## src/rtl/serial_frame_loader.sv

```systemverilog
// rtl/serial_frame_loader.sv - framed MSB-first serial parser feeding the key/message deserializers
module serial_frame_loader #(
    parameter int         KEY_SIZE = 32,
    parameter int         MSG_SIZE = 512,
    parameter logic [7:0] SYNC     = 8'hA5,
    parameter int         TIMEOUT  = 1024
) (
    input  logic       iClk,
    input  logic       iRst,
    input  logic       iEn,
    input  logic       iSerial_in,
    output logic       oData,
    output logic       oBit_en,
    output logic       oLoad_key,
    output logic       oLoad_msg,
    output logic       oBusy,
    output logic       oFrame_ok,
    output logic       oFrame_err,
    output logic [1:0] oErr_code
);
    localparam int CW = $clog2(MSG_SIZE) + 1;
    localparam int TW = $clog2(TIMEOUT + 1);
    localparam logic [CW-1:0] KEY_LAST = CW'(KEY_SIZE - 1);
    localparam logic [CW-1:0] MSG_LAST = CW'(MSG_SIZE - 1);
    localparam logic [TW-1:0] TMO_LAST = TW'(TIMEOUT - 1);

    typedef enum logic [1:0] {HUNT, TYPE, PAYLOAD, CHECK} state_t;

    state_t        state_q, state_d;
    logic [7:0]    sr_q, sr_d;
    logic [7:0]    csum_q, csum_d;
    logic [CW-1:0] cnt_q, cnt_d;
    logic [TW-1:0] tmo_q, tmo_d;
    logic          is_msg_q, is_msg_d;
    logic          data_q, data_d;
    logic          bit_en_q, bit_en_d;
    logic          load_key_q, load_key_d;
    logic          load_msg_q, load_msg_d;
    logic          busy_q, busy_d;
    logic          ok_q, ok_d;
    logic          err_q, err_d;
    logic [1:0]    code_q, code_d;

    logic [7:0]    shifted;
    logic          byte_done;
    logic [CW-1:0] len_last;

    assign shifted   = {sr_q[6:0], iSerial_in};
    assign byte_done = (cnt_q[2:0] == 3'd7);
    assign len_last  = is_msg_q ? MSG_LAST : KEY_LAST;

    always_comb begin
        state_d    = state_q;
        sr_d       = sr_q;
        csum_d     = csum_q;
        cnt_d      = cnt_q;
        is_msg_d   = is_msg_q;
        data_d     = data_q;
        bit_en_d   = 1'b0;
        // Loads stay up between sparse payload bits and drop one cycle after the last one.
        load_key_d = load_key_q && (state_q == PAYLOAD);
        load_msg_d = load_msg_q && (state_q == PAYLOAD);
        ok_d       = 1'b0;
        err_d      = 1'b0;
        code_d     = code_q;

        if (state_q == HUNT || iEn) begin
            tmo_d = '0;
        end else begin
            tmo_d = tmo_q + 1'b1;
        end

        if (iEn) begin
            case (state_q)
                HUNT: begin
                    if (shifted == SYNC) begin
                        state_d = TYPE;
                        sr_d    = '0;
                        cnt_d   = '0;
                        csum_d  = '0;
                    end else begin
                        sr_d = shifted;
                    end
                end
                TYPE: begin
                    sr_d  = shifted;
                    cnt_d = cnt_q + 1'b1;
                    if (byte_done) begin
                        sr_d  = '0;
                        cnt_d = '0;
                        if (shifted == 8'h01) begin
                            state_d  = PAYLOAD;
                            is_msg_d = 1'b0;
                        end else if (shifted == 8'h02) begin
                            state_d  = PAYLOAD;
                            is_msg_d = 1'b1;
                        end else begin
                            state_d = HUNT;
                            err_d   = 1'b1;
                            code_d  = 2'b01;
                        end
                    end
                end
                PAYLOAD: begin
                    data_d     = iSerial_in;
                    bit_en_d   = 1'b1;
                    load_key_d = !is_msg_q;
                    load_msg_d = is_msg_q;
                    sr_d       = shifted;
                    cnt_d      = cnt_q + 1'b1;
                    if (byte_done) begin
                        csum_d = csum_q ^ shifted;
                    end
                    if (cnt_q == len_last) begin
                        state_d = CHECK;
                        sr_d    = '0;
                        cnt_d   = '0;
                    end
                end
                CHECK: begin
                    sr_d  = shifted;
                    cnt_d = cnt_q + 1'b1;
                    if (byte_done) begin
                        state_d = HUNT;
                        sr_d    = '0;
                        cnt_d   = '0;
                        if (shifted == csum_q) begin
                            ok_d   = 1'b1;
                            code_d = 2'b00;
                        end else begin
                            err_d  = 1'b1;
                            code_d = 2'b10;
                        end
                    end
                end
                default: state_d = HUNT;
            endcase
        end else if (state_q != HUNT && tmo_q == TMO_LAST) begin
            state_d    = HUNT;
            sr_d       = '0;
            cnt_d      = '0;
            tmo_d      = '0;
            load_key_d = 1'b0;
            load_msg_d = 1'b0;
            err_d      = 1'b1;
            code_d     = 2'b11;
        end

        busy_d = (state_d != HUNT);
    end

    always_ff @(posedge iClk) begin
        if (!iRst) begin
            state_q    <= HUNT;
            sr_q       <= '0;
            csum_q     <= '0;
            cnt_q      <= '0;
            tmo_q      <= '0;
            is_msg_q   <= 1'b0;
            data_q     <= 1'b0;
            bit_en_q   <= 1'b0;
            load_key_q <= 1'b0;
            load_msg_q <= 1'b0;
            busy_q     <= 1'b0;
            ok_q       <= 1'b0;
            err_q      <= 1'b0;
            code_q     <= 2'b00;
        end else begin
            state_q    <= state_d;
            sr_q       <= sr_d;
            csum_q     <= csum_d;
            cnt_q      <= cnt_d;
            tmo_q      <= tmo_d;
            is_msg_q   <= is_msg_d;
            data_q     <= data_d;
            bit_en_q   <= bit_en_d;
            load_key_q <= load_key_d;
            load_msg_q <= load_msg_d;
            busy_q     <= busy_d;
            ok_q       <= ok_d;
            err_q      <= err_d;
            code_q     <= code_d;
        end
    end

    assign oData      = data_q;
    assign oBit_en    = bit_en_q;
    assign oLoad_key  = load_key_q;
    assign oLoad_msg  = load_msg_q;
    assign oBusy      = busy_q;
    assign oFrame_ok  = ok_q;
    assign oFrame_err = err_q;
    assign oErr_code  = code_q;
endmodule
```

## config.mk

```make
export PLATFORM = sky130hd
export DESIGN_NAME = serial_frame_loader
export DESIGN_NICKNAME = d
export VERILOG_FILES = /design/src/rtl/serial_frame_loader.sv
export SDC_FILE = /design/constraint.sdc
export NUM_CORES = 1
export LEC_CHECK = 0
export CORE_MARGIN = 2
export CORE_UTILIZATION = 59
export CTS_BUF_LIST = sky130_fd_sc_hd__clkbuf_16
export CTS_CLUSTER_SIZE = 14
export DETAILED_ROUTE_END_ITERATION = 12
export HOLD_SLACK_MARGIN = 0.12
export PLACE_DENSITY = 0.83
export RECOVER_POWER = 100
export SYNTH_ARGS = -nofsm -noshare
export SYNTH_HDL_FRONTEND = slang
export SYNTH_SLANG_ARGS = --single-unit
```

## constraint.sdc

```tcl
create_clock -name iClk -period 1.81 [get_ports iClk]
set_input_delay 0.181 -clock iClk [delete_from_list [all_inputs] [get_ports iClk]]
set_output_delay 0.181 -clock iClk [all_outputs]
set_load 0.1 [all_outputs]
```

## Word level (Yosys, flattened, before mapping)

Cells that the tools add are included.

| cells by class | value |
|---|---|
| add/sub/neg operators | 2 |
| eq/ne operators | 18 |
| muxes and demuxes | 54 |
| bitwise gates (word level) | 1 |
| reductions and logical operators | 19 |

Operators by type and width:

| operator | number |
|---|---|
| two-way mux 10 bit | 5 |
| two-way mux 7 bit | 5 |
| two-way mux 11 bit | 3 |
| two-way mux 2 bit | 15 |
| one-hot mux 10 bit (3 select lines) | 1 |
| one-hot mux 7 bit (3 select lines) | 1 |
| two-way mux 1 bit | 17 |
| two-way mux 8 bit | 2 |
| one-hot mux 8 bit (2 select lines) | 1 |
| inequality test 3 bit (second input constant) | 4 |
| AND reduction 4 bit | 3 |
| adder 11 x 1 -> 11 bit (second input constant) | 1 |
| == test 11 x 10 -> 1 bit (second input constant) | 1 |
| adder 10 x 1 -> 10 bit (second input constant) | 1 |
| == test 10 x 9 -> 1 bit | 1 |
| nonzero test 2 bit | 5 |
| two-way mux 9 bit | 1 |
| == test 8 x 1 -> 1 bit (second input constant) | 1 |
| == test 8 x 2 -> 1 bit (second input constant) | 1 |
| == test 8 bit | 1 |
| == test 8 bit (second input constant) | 1 |
| one-hot mux 2 bit (4 select lines) | 1 |
| bitwise XOR 8 bit | 1 |
| AND reduction 2 bit | 3 |
| 15 further kinds | 18 |

| word-level totals | value |
|---|---|
| flip-flop bits (word level) | 48 |
| bits of input ports | 4 |
| output and inout port bits | 9 |
| word-level logic and storage cells | 108 |

## Depth between registers and ports, before layout

| logic depth | value |
|---|---|
| depth in word-level cells | 7 |
| depth in mapped cells | 7 |
| gate-level depth less buffers | 7 |

## Worst setup path before layout

Ideal clock, no wire load.

| path | value |
|---|---|
| kind | reg2reg |
| start point | register tmo_q[0] |
| end point | register cnt_q[1] |
| setup time | 0.118 ns |
| data arrival time | 1.530 ns |
| required time | 1.692 ns |
| setup slack | 0.161 ns |
| stages on the path, launching flop included | 8 |
| path buffers | 1 |
| clock period less this slack | 1.649 ns |
| cell sequence | dfxtp_1 ha_1 and4_1 a41oi_4 a31o_2 buf_2 a22oi_1 nor2b_1 |

| on the way | value |
|---|---|
| word-level cells in the longest chain between the ends | 4 |

Ends and longest elaborated chain:

| element | RTL line | RTL |
|---|---|---|
| start: declaration | 33 | `logic [TW-1:0] tmo_q, tmo_d;` |
| start signal: assignment | 173 | `tmo_q <= tmo_d;` |
| == test 11 x 10 -> 1 bit | 138 | `end else if (state_q != HUNT && tmo_q == TMO_LAST) begin` |
| logical AND 1 bit | 138 |  |
| nonzero test 2 bit (no source line) | -- |  |
| AND reduction 2 bit (no source line) | -- |  |
| end signal: assignment | 172 | `cnt_q <= cnt_d;` |
| end: declaration | 32 | `logic [CW-1:0] cnt_q, cnt_d;` |

No other way between the ends.
A chain may end at the register's enable or synchronous reset.

## Worst setup path in the final report

| path | value |
|---|---|
| start point | register sr_q[2] |
| end point | register busy_q (netlist: oBusy) |

| on the way | value |
|---|---|
| word-level cells in the longest chain between the ends | 7 |
| elaborated cells between the ends (all ways) | 10 |
| classes of those cells | eq/ne: 3; mux: 6; reduce/logical: 1 |

Ends and longest elaborated chain:

| element | RTL line | RTL |
|---|---|---|
| start: declaration | 30 | `logic [7:0] sr_q, sr_d;` |
| start signal: assignment | 170 | `sr_q <= sr_d;` |
| == test 8 x 2 -> 1 bit | 94 | `end else if (shifted == 8'h02) begin` |
| two-way mux 2 bit | 94 |  |
| two-way mux 2 bit | 91 | `if (shifted == 8'h01) begin` |
| two-way mux 2 bit | 88 | `if (byte_done) begin` |
| one-hot mux 2 bit (4 select lines) (*) | 74 | `case (state_q)` |
| two-way mux 2 bit (*) | 73 | `if (iEn) begin` |
| nonzero test 2 bit (*) | 149 | `busy_d = (state_d != HUNT);` |
| end signal: assignment | 179 | `busy_q <= busy_d;` |
| end: declaration | 39 | `logic busy_q, busy_d;` |

Mark *: on every way between the ends. The rest lies on a longest branch, timed or not.

==> metrics.txt <==
Die ar. 4860 µm²; #FFs+latches synth between 40 and 50; vias per cell between 6 and 7; top cells by area, synth dfxtp_1 38%, xnor2_1 4.1%, nand3_1 3.5%, nand2_1 3.4%, and4b_1 3.1%; register area share after synthesis 37.7%; gpl congestion about 0.9; ys flop type dfxtp_1; Synth cell types 58; total power around 0.0021 W; post-synth top area cell dfxtp_1; fin nets 299; Hold Startpoint oData; Pins Over Slew Limit 0; quantity of I/O buffers inserted on ports 12; Data required, critical path between 2000 and 2500 ps; Core Rows 23; PwrDens slightly above 700 nW/µm²; Synth Area in Compound Gates a little under a fifth; Tcrit/Tclk final a little over nine tenths; Diodes inserted 0; Synth Area in Adders roughly 1.5%; largest family of logic cells by synthesized area simple AND/OR/NAND/NOR gates; chip width between 60 and 70 µm; CTS Sinks 48; worst-skew pair later-pin latency 290 ps; Setup Skew roughly 5.1 ps; detailed-routed wire length on met3 174 µm; max-cap viol count 0; Mapped Nets roughly 280; Syn-to-layout area delta 13.2%; CP Class reg2reg; post-route ant nets 0; Fmax 575 MHz; Post-Synth XOR/XNOR Area 6.18%; WP data arrival between 1500 and 2000 ps; fillers between 300 and 400; number of synthesized flops with an enable pin 0; vias in the first global route just under 2000; first-pass GRT wire length ~9000 µm; post-synthesis mux area share less than 1%; final setup violation count 0; mean post-synth cell area between 9 and 10 µm²; top cell type's share of synthesized area 37.7%; synth warn 0; Critical Path Source Type register; pin slew with the least headroom to its limit around 540 ps; initial antenna violation count 0; Synth Instances around 270; Setup crit end kind register; Post-Synth Simple-Gate Area 30.0%; Slew HR between 60% and 70%; Reg-to-Reg Start sr_q[2]; Initial Utilization 62.4%; Die H roughly 70 µm; class of the worst hold path reg2reg; Core Footprint ~4100 µm²; layout cells sized above 1 about 22%; largest net degree at the start of global routing 26; Synth async-reset ratio 0%; met1 WL roughly 2600 µm; IO Count 13; Top Metal Used met4; HPWL after detailed placement ~3700 µm; status finished clean; Critical Path Source sr_q[2]; GRT overflow 0; CP Max Fanout 7; routed wire length around 5300 µm; Iter 0 DRT Violations 192; post-layout util between 70% and 80%; WL/cell 15.5 µm; clk slew on worst S/H paths 60 ps; maximum VDD drop about 0.54 mV; Max clock buf depth 2; # DRC 0; leakage power 1.10 nW; Tot GR Track Use a little under a quarter; CTS tree built; routed wl met2 about 2500 µm; H-tree levels 2; DRT Pass-1 Iters 4; Hold Vio Cnt, Final 0; min Tclk post-route 1740 ps; DR vias between 2000 and 2500; Syn Std Cell Area between 2000 and 3000 µm²; CTS buffer count 5; Root Buffer clkbuf_16
layer usage:
layer / vias up / track usage, %
met5: - / 0
met3: 7 / 4.94
met4: 0 / 7.26
met2: 33 / 36.6
li1: 1044 / -
met1: 994 / 32.1
power by group:
part	internal (W)	switching (W)	leakage (nW)
Combinational	0.0000512	0.0000923	0.643
Clock	0.000497	0.000367	0.0738
Sequential	0.00106	0.00000603	0.387
Total	0.00161	0.000465	1.10
worst max-delay path, stage by stage (launching register included):
cell      delay, ps
dfxtp_1         390
nor4b_4         340
nand4_1         210
or2b_2          390
nor3b_1         180
o211ai_2        150
logic make-up after synthesis:
kind of cell	after synthesis
flip-flops	48
XOR/XNOR	18
adder cells (fa/ha/maj)	3
AO/OA/AOI/OAI	56
AND/OR/NAND/NOR	124
multiplexers	1
buffers and inverters	19
final cells by class:
class                   instances  area, µm²  share of cell area, %
well taps                      50       62.6                   2.17
flip-flops and latches         48        961                   33.3
repair buffers                 32        221                   7.67
clock inverters                 3       11.3                  0.390
inverters                       3       11.3                  0.390
multi-input cells             202       1500                   51.8
clock buffers                   5        125                   4.33
cell usage in the layout (no fill, tap or decap), types with 4 or more instances in the layout:
cell	netlist	routed
nand4_1	5	5
clkbuf_2	0	9
a22oi_1	6	6
and4b_1	8	8
xnor2_1	12	12
nor3_1	5	4
dfxtp_1	48	48
o211a_1	4	4
nand4b_1	7	7
and3_1	8	8
nor2b_1	12	12
a31o_2	9	8
buf_4	3	18
xor2_1	6	6
o21ai_0	10	10
o21ai_1	4	4
inv_1	3	5
nor3b_1	5	5
nand2_1	23	22
clkbuf_16	0	5
nor2_1	15	15
nand3_1	18	18
repair_timing:
action                                  in CTS  in global routing
endpoints found under the setup margin       8                 16
gates resized for setup                      2                  7
buffers inserted                             0                  1
pin swaps                                    0                  3
hold buffers                                 0                  0
sequential cells by signal, indices dropped and copies added, names as in the netlist:
register / flops
tmo_q: 11
oErr_code: 2
sr_q: 7
oBusy: 1
state_q: 2
is_msg_q: 1
oLoad_key: 1
oLoad_msg: 1
oBit_en: 1
oFrame_err: 1
oData: 1
oFrame_ok: 1
cnt_q: 10
csum_q: 8
cells in the mapped netlist, types with 4 or more instances:
cell type / count
clkbuf_1: 6
nand3_1: 18
dfxtp_1: 48
xor2_1: 6
a31o_2: 9
xnor2_1: 12
a22oi_1: 6
nand4b_1: 7
nor3_1: 5
nor3b_1: 5
o21ai_0: 10
nor2b_1: 12
nand2_1: 23
nor2_1: 15
o21ai_1: 4
and4b_1: 8
nand4_1: 5
and3_1: 8
o211a_1: 4
path summary, 6_finish.rpt:
kind                 to  slack (ps)  cells after the start
setup / recovery  oBusy          70                      5
hold / removal    oData         460                      2
setup reg to reg  oBusy          70                      5
hold reg to reg   oData         460                      2
per-stage QoR:
stage / TNS (ps) / hold WS, ps / cell area (µm²) / cells / setup slack, ps
5_1_grt: -0.240 / 485 / 2890 / 343 / -0.240
6_report: 0 / 463 / 2890 / 343 / 71.3
2_1_floorplan: 0 / 418 / 2550 / 269 / 161
4_1_cts: 0 / 467 / 2880 / 342 / 55.8
3_3_place_gp: -2.66 / 435 / 2730 / 334 / -2.66
3_5_place_dp: -506 / 459 / 2730 / 334 / -89.8
Note: power is estimated with default switching activity, not from simulation.
